--- config.mk ---
export PLATFORM = sky130hd
export DESIGN_NAME = serial_sub_ctrl
export DESIGN_NICKNAME = d
export VERILOG_FILES = /design/src/rtl/serial_sub_pkg.sv /design/src/rtl/serial_sub_ctrl_full_sub.sv /design/src/rtl/serial_sub_ctrl.sv
export SDC_FILE = /design/constraint.sdc
export NUM_CORES = 1
export LEC_CHECK = 0
export CAP_MARGIN = 0
export CORE_MARGIN = 2
export CORE_UTILIZATION = 43
export CTS_CLUSTER_DIAMETER = 30
export DETAILED_ROUTE_END_ITERATION = 6
export HOLD_SLACK_MARGIN = 0.03
export PLACE_DENSITY = 0.74
export SYNTH_ARGS = -nofsm -noshare
export SYNTH_HDL_FRONTEND = slang
export SYNTH_SLANG_ARGS = --single-unit
--- constraint.sdc ---
create_clock -name clk -period 1.46 [get_ports clk]
set_input_delay 0.292 -clock clk [delete_from_list [all_inputs] [get_ports clk]]
set_output_delay 0.292 -clock clk [all_outputs]
set_load 0.05 [all_outputs]
--- src/rtl/serial_sub_pkg.sv ---
// Shared types and helpers for the bit-serial subtractor controller.
package serial_sub_pkg;

  typedef enum logic [1:0] {
    IDLE = 2'd0,
    RUN  = 2'd1,
    DONE = 2'd2
  } state_t;

  // Bit-counter width; never narrower than one bit so WIDTH=1 still has a counter.
  function automatic int cnt_w(input int width);
    return (width <= 1) ? 1 : $clog2(width);
  endfunction

endpackage

--- src/rtl/serial_sub_ctrl_full_sub.sv ---
// One-bit full-subtractor cell: diff = a - b - z, borrow out when a < b + z.
module full_sub (
  input  logic a,
  input  logic b,
  input  logic z,
  output logic diff,
  output logic borrow
);

  assign diff   = a ^ b ^ z;
  assign borrow = (~a & b) | (~(a ^ b) & z);

endmodule

--- src/rtl/serial_sub_ctrl.sv ---
// Bit-serial WIDTH-bit subtractor controller: A - B - bin, one bit per clock, LSB first.
// Optional two's-complement overflow output enabled by defining SERIAL_SUB_OVF_EN.
module serial_sub_ctrl #(
  parameter int WIDTH = 8
) (
  input  logic             clk,
  input  logic             rst_n,
  input  logic             in_valid,
  output logic             in_ready,
  input  logic [WIDTH-1:0] a_in,
  input  logic [WIDTH-1:0] b_in,
  input  logic             bin,
  output logic             out_valid,
  input  logic             out_ready,
  output logic [WIDTH-1:0] diff_out,
  output logic             borrow_out,
`ifdef SERIAL_SUB_OVF_EN
  output logic             ovf,
`endif
  output logic             busy
);
  import serial_sub_pkg::*;

  localparam int CW = cnt_w(WIDTH);

  state_t           r_state;
  state_t           w_next;
  logic [WIDTH-1:0] r_a_sr;
  logic [WIDTH-1:0] r_b_sr;
  logic [WIDTH-1:0] r_res;
  logic             r_brw;
  logic [CW-1:0]    r_cnt;
  logic             w_diff;
  logic             w_brw;
  logic             w_accept;
  logic             w_last;

  full_sub u_cell (
    .a      (r_a_sr[0]),
    .b      (r_b_sr[0]),
    .z      (r_brw),
    .diff   (w_diff),
    .borrow (w_brw)
  );

  assign w_accept = (r_state == IDLE) && in_valid;
  assign w_last   = (r_cnt == CW'(WIDTH - 1));

  always_ff @(posedge clk or negedge rst_n) begin
    if (!rst_n) r_state <= IDLE;
    else        r_state <= w_next;
  end

  always_comb begin
    w_next = r_state;
    case (r_state)
      IDLE:    if (in_valid)  w_next = RUN;
      RUN:     if (w_last)    w_next = DONE;
      DONE:    if (out_ready) w_next = IDLE;
      default: w_next = IDLE;
    endcase
  end

  always_comb begin
    in_ready  = (r_state == IDLE);
    busy      = (r_state == RUN);
    out_valid = (r_state == DONE);
  end

  // Result bits enter at the MSB so after WIDTH shifts bit 0 sits at the LSB.
  always_ff @(posedge clk or negedge rst_n) begin
    if (!rst_n) begin
      r_a_sr <= '0;
      r_b_sr <= '0;
      r_res  <= '0;
      r_brw  <= 1'b0;
      r_cnt  <= '0;
    end else if (w_accept) begin
      r_a_sr <= a_in;
      r_b_sr <= b_in;
      r_res  <= '0;
      r_brw  <= bin;
      r_cnt  <= '0;
    end else if (r_state == RUN) begin
      r_a_sr <= r_a_sr >> 1;
      r_b_sr <= r_b_sr >> 1;
      r_res  <= (r_res >> 1) | (WIDTH'(w_diff) << (WIDTH - 1));
      r_brw  <= w_brw;
      r_cnt  <= r_cnt + CW'(1);
    end
  end

  assign diff_out   = r_res;
  assign borrow_out = r_brw;

`ifdef SERIAL_SUB_OVF_EN
  logic r_ab_ne;
  logic r_ovf;

  // On the last RUN cycle r_a_sr[0] is A[MSB] and w_diff is diff[MSB].
  always_ff @(posedge clk or negedge rst_n) begin
    if (!rst_n) begin
      r_ab_ne <= 1'b0;
      r_ovf   <= 1'b0;
    end else if (w_accept) begin
      r_ab_ne <= a_in[WIDTH-1] ^ b_in[WIDTH-1];
    end else if ((r_state == RUN) && w_last) begin
      r_ovf <= r_ab_ne & (w_diff ^ r_a_sr[0]);
    end
  end

  assign ovf = r_ovf;
`endif

endmodule
## Yosys cells after proc, flatten, opt, wreduce, memory -nomap -nowiden

Cells that the tools add are included.

- $add $sub $neg: 1
- Equality and inequality tests: 6
- Muxes and demuxes: 14
- Bitwise gates (word level): 8
- Reduce and logical (&&, ||, !) cells: 4

Operators with widths:

| operator | number |
|---|---|
| 2-to-1 mux 8 bit | 6 |
| OR 7 x 8 -> 8 bit | 1 |
| 2-to-1 mux 2 bit | 3 |
| 2-to-1 mux 3 bit | 2 |
| case mux 2 bit (3 select lines) | 1 |
| != test 2 x 1 -> 1 bit (second input constant) | 2 |
| adder 3 x 1 -> 3 bit (second input constant) | 1 |
| equality test 3 bit (second input constant) | 1 |
| AND reduction 3 bit | 1 |
| AND 1 bit | 2 |
| equality test 2 x 1 -> 1 bit (second input constant) | 1 |
| equality test 2 bit (second input constant) | 1 |
| logical NOT 2 bit | 1 |
| 2-to-1 mux 1 bit | 2 |
| != test 2 bit (second input constant) | 1 |
| NOT 1 bit | 2 |
| nonzero test 2 bit | 1 |
| XOR 1 bit | 2 |
| logical AND 1 bit | 1 |
| OR 1 bit | 1 |

- Register bits: 30
- Logic and storage cells: 39

## Longest topological paths before layout

- Word-level depth: 6
- Gate-level depth with buffers: 5
- Mapped depth without buffers: 3

## By module

Synthesis repeated with hierarchy kept, for this count alone.

- Cells, all modules: 130
- Area, all modules: 1386.3 µm²

By module, submodules not included:

| module | times used | cells an instance | area each (µm²) |
|---|---|---|---|
| serial_sub_ctrl | 1 | 126 | 1355.0 |
| full_sub | 1 | 4 | 31.3 |

## Worst setup path after synthesis

OpenSTA, ideal clock, no wires.

- Kind: register to register
- Start point: reg r_state[1]
- End point: reg r_b_sr[6]
- Arrival: 1.531 ns
- Data required time: 1.337 ns
- Slack: -0.194 ns
- Stages on the path, launching flop included: 5
- Path buffers: 1
- Period minus slack after synthesis: 1.654 ns
- Cell sequence: dfrtp_1 -> buf_4 -> nor2_1 -> nand3b_1 -> o221a_2

- Cells in the longest elaborated chain, start to end: 3
- Elaborated cells between the ends (all ways): 5

RTL lines:

| what | line | text |
|---|---|---|
| from (decl) | serial_sub_ctrl.sv:26 | `state_t r_state;` |
| from (signal assigned) | serial_sub_ctrl.sv:51 | `else r_state <= w_next;` |
| logical NOT 2 bit * | - |  |
| net in_ready | serial_sub_ctrl.sv:9 | `output logic in_ready,` |
| logical AND 1 bit * | serial_sub_ctrl.sv:46 | `assign w_accept = (r_state == IDLE) && in_valid;` |
| 2-to-1 mux 8 bit or nonzero test 2 bit (tied branches) | - |  |
| to (signal assigned) | serial_sub_ctrl.sv:80 | `r_b_sr <= b_in;` |
| to (signal assigned) | serial_sub_ctrl.sv:86 | `r_b_sr <= r_b_sr >> 1;` |
| to (decl) | serial_sub_ctrl.sv:29 | `logic [WIDTH-1:0] r_b_sr;` |

Mark *: on every way through the listed nets, which the timed path passes. The rest lies on a longest branch.
A chain may end at the register's enable or synchronous reset.

## Final worst setup path

- Start point: reg r_state[0]
- End point: out out_valid

- Cells in the longest elaborated chain, start to end: 1

RTL lines:

| what | line | text |
|---|---|---|
| equality test 2 bit | serial_sub_ctrl.sv:67 | `out_valid = (r_state == DONE);` |
| to (decl) | serial_sub_ctrl.sv:13 | `output logic out_valid,` |

No other way between the ends.

==> impl_metrics.toml <==
[layout]
drive_above_1_share_pct = 26.7
area_delta_synth_final_pct = 51.6
antennaDiodeCount = 0
fill_cells = 229
num-nets-final = 203
final_cells = 224

[timing]
hold_ws_ns = 0.337
rsz0062_at_grt = "yes"
final.setup.tns_ns = 0
skew_ns = 0.00883
fin_crit_ns = 1.46
setup_viol_count_final = 0
setup_ws_ns = 0.00342
hold_violations = 0
fmax_ghz = 0.687
worst_slew_pin_slew_ns = 0.376
relSlewSlack_pct = 74.9
finalCritPeriodShare_pct = 99.8
slew_viol_final = 0

[placement]
place_hpwl_um = 2060
dp_cells = 205
place_congestion = 0.817
place_ws_ns = -0.126
port_buffers = 32

[cts]
cts_tree = "yes"
clock_latency_ns = 0.33
cts_max_level = 2
cts_made_buffers = 5
clock-sinks = 30
clk_pin_slew_ns = 0.10
cts_buffer_depth = 2
cts-root-buf = "clkbuf_4"
hold_buffers = 0

[setup_path]
cp_slowest_cell = "dfrtp_2"
r2r-end = "r_b_sr[0]"
crit_arrival_ns = 1.16
reg2regPathDepth = 6
crit_path_start_kind = "flop"
critical-path-top-delay-family = "flip-flops"
end_kind = "output port"
reg2reg_from = "r_state[1]"
crit_buf_inv = 1
path_cells = "nor2b_4, buf_12"
worstPathRequired_ns = 1.17
regToRegSetupSlack_ns = 0.02
crit_type = "reg -> out"
critPathMaxStageDelay_ns = 0.50
crit_fanout = 6

[floorplan]
ios = 33
die_w_um = 60.1
die_area_um2 = 3620
initial_utilization_pct = 44.8
die_h_um = 60.1
core_area_um2 = 3030
rows = 20

[detailed_routing]
viasPerCell = 5.22
wl_met2_um = 1510
highest_layer = "met4"
dr.pass1.iters = 4
wl_um = 3100
drc_errors = 0
drtAntennaViolNets = 0
vias = 1169
wl_per_cell_um = 13.8
wl_met3_um = 199
m1WireLength_um = 1320
drt-initial-drc-count = 41

[power]
seq_power_share_pct = 33.9
p_clk_share_pct = 13.9
p_sw_share_pct = 39.3
ir_worst_vdd_mv = 0.890
p_comb_share_pct = 52.3
leakagePower_nw = 0.912
p_total_mw = 4.63
p_switching_mw = 1.82
p_int_mw = 2.81
power.density_nw_per_um2 = 2250

[grt]
grt_max_degree = 31
first_global_vias = 1109
grt.overflow.total = 0
grt_usage_pct = 19.1
antenna_found_initial = 0
grt_pass1_wl_um = 4970

[logic_synthesis]
yosys_warnings = 0
synth_cell_types = 22
yosysSeqAreaShare_pct = 55.4
syn_area_um2 = 1360
synth-seq-cells = 30
avgSynthCellArea_um2 = 10.3
syn_inst = 131
synth_nets = 155

[hold_path]
hold_class = "in -> async"

[flow_run]
timing.max_cap.violations = 0

[run_status]
outcome = "completed"
-- how the worst max path moves through the flow --
stage / startpoint / to / slack, ns / depth (start not counted)
global placement: in_valid / r_b_sr[5] / -0.06 / 5
detailed placement: in_valid / r_b_sr[5] / -0.13 / 5
CTS: r_state[1] / in_ready / -0.02 / 3
finish: r_state[0] / out_valid / 0.003 / 2
global route: r_state[1] / in_ready / -0.07 / 3
floorplan: r_state[1] / r_b_sr[6] / 0.07 / 4
-- cell families (layout without fill, tap and decap cells) --
| kind of cell | count (synthesis) | in the layout | synth area share (%) |
|---|---|---|---|
| AND/OR/NAND/NOR | 60 | 60 | 21.6 |
| flip-flops | 30 | 30 | 55.4 |
| AO/OA/AOI/OAI | 25 | 25 | 14.5 |
| buffers and inverters | 13 | 62 | 5.17 |
| adder cells (fa/ha/maj) | 3 | 3 | 3.32 |
-- what timing repair did --
action	in CTS	in global routing
hold endpoints to repair	0	0
pin swaps	1	1
resized for setup	8	3
setup buffers	4	7
endpoints found under the setup margin	3	17
gates cloned	0	0
-- cell usage in the layout, fill, tap and decap left out --
master,synthesis,layout
a221o_1,3,3
buf_6,0,1
nand2b_2,2,1
a32o_1,1,1
nand2_1,6,6
buf_8,0,1
buf_4,4,16
o21ai_0,7,7
clkbuf_4,0,5
nand2b_4,0,1
buf_12,0,12
a21oi_1,1,1
ha_1,2,2
nor2b_4,0,1
o21ba_4,0,1
inv_6,0,1
inv_1,3,3
nor2_4,0,1
a22o_1,10,10
dfrtp_1,30,27
clkdlybuf4s50_1,0,20
nor3_1,33,33
nor2_1,13,12
bufinv_16,0,1
o221a_2,1,1
fa_1,1,1
nor2b_1,2,1
clkinv_2,0,2
o21bai_1,1,1
dfrtp_2,0,3
nand3b_1,1,1
nand2b_1,3,3
-- cell type report --
type	instances	area, um^2	area share (%)
well taps	44	55.1	2.68
flip-flops and latches	30	754	36.7
clock buffers	5	37.5	1.83
multi-input cells	88	561	27.3
repair buffers	50	587	28.6
clock inverters	3	40.0	1.95
inverters	4	20.0	0.974
-- state kept, by name, summed over array words and instances (netlist names) --
register    flops
borrow_out      1
r_a_sr          8
diff_out        8
r_cnt           3
r_b_sr          8
r_state         2
-- cells in the mapped netlist --
master	n	area (um^2)
nor2_1	13	48.8
a21oi_1	1	5.00
a32o_1	1	10.0
o21ba_2	1	10.0
inv_1	3	11.3
dfrtp_1	30	751
o21ai_0	7	35.0
a22o_1	10	87.6
buf_2	5	25.0
nand2b_1	3	18.8
o21bai_1	1	7.51
a221o_1	3	30.0
ha_1	2	25.0
nand3b_1	1	7.51
fa_1	1	20.0
nor2b_1	2	12.5
nand2b_2	2	17.5
o221a_2	1	11.3
buf_4	4	30.0
inv_2	1	3.75
nor3_1	33	165
nand2_1	6	22.5
-- power by group through the flow --
| stage | combinational, mW | clock (mW) | sequential, mW |
|---|---|---|---|
| 6_report | 2.42 | 0.641 | 1.57 |
| 5_1_grt | 2.60 | 0.717 | 1.62 |
| 4_1_cts | 2.30 | 0.653 | 1.55 |
| 3_3_place_gp | 2.13 | 0 | 1.55 |
| 3_5_place_dp | 2.19 | 0 | 1.57 |
| 2_1_floorplan | 1.02 | 0 | 1.80 |
-- stage by stage --
step           instance area, um^2  utilization (%)
6_report                      2050             67.9
5_1_grt                       2050             67.9
4_1_cts                       1990             65.7
3_5_place_dp                  1850             61.2
3_3_place_gp                  1850             61.2
2_1_floorplan                 1360                -
-- metal layers --
metal / global-route usage [%] / up-vias
met1: 23.5 / 551
met5: 0 / -
met3: 6.71 / 10
li1: - / 566
met4: 5.71 / 0
met2: 31.4 / 42
No activity file was read; power rests on OpenSTA's default activity.
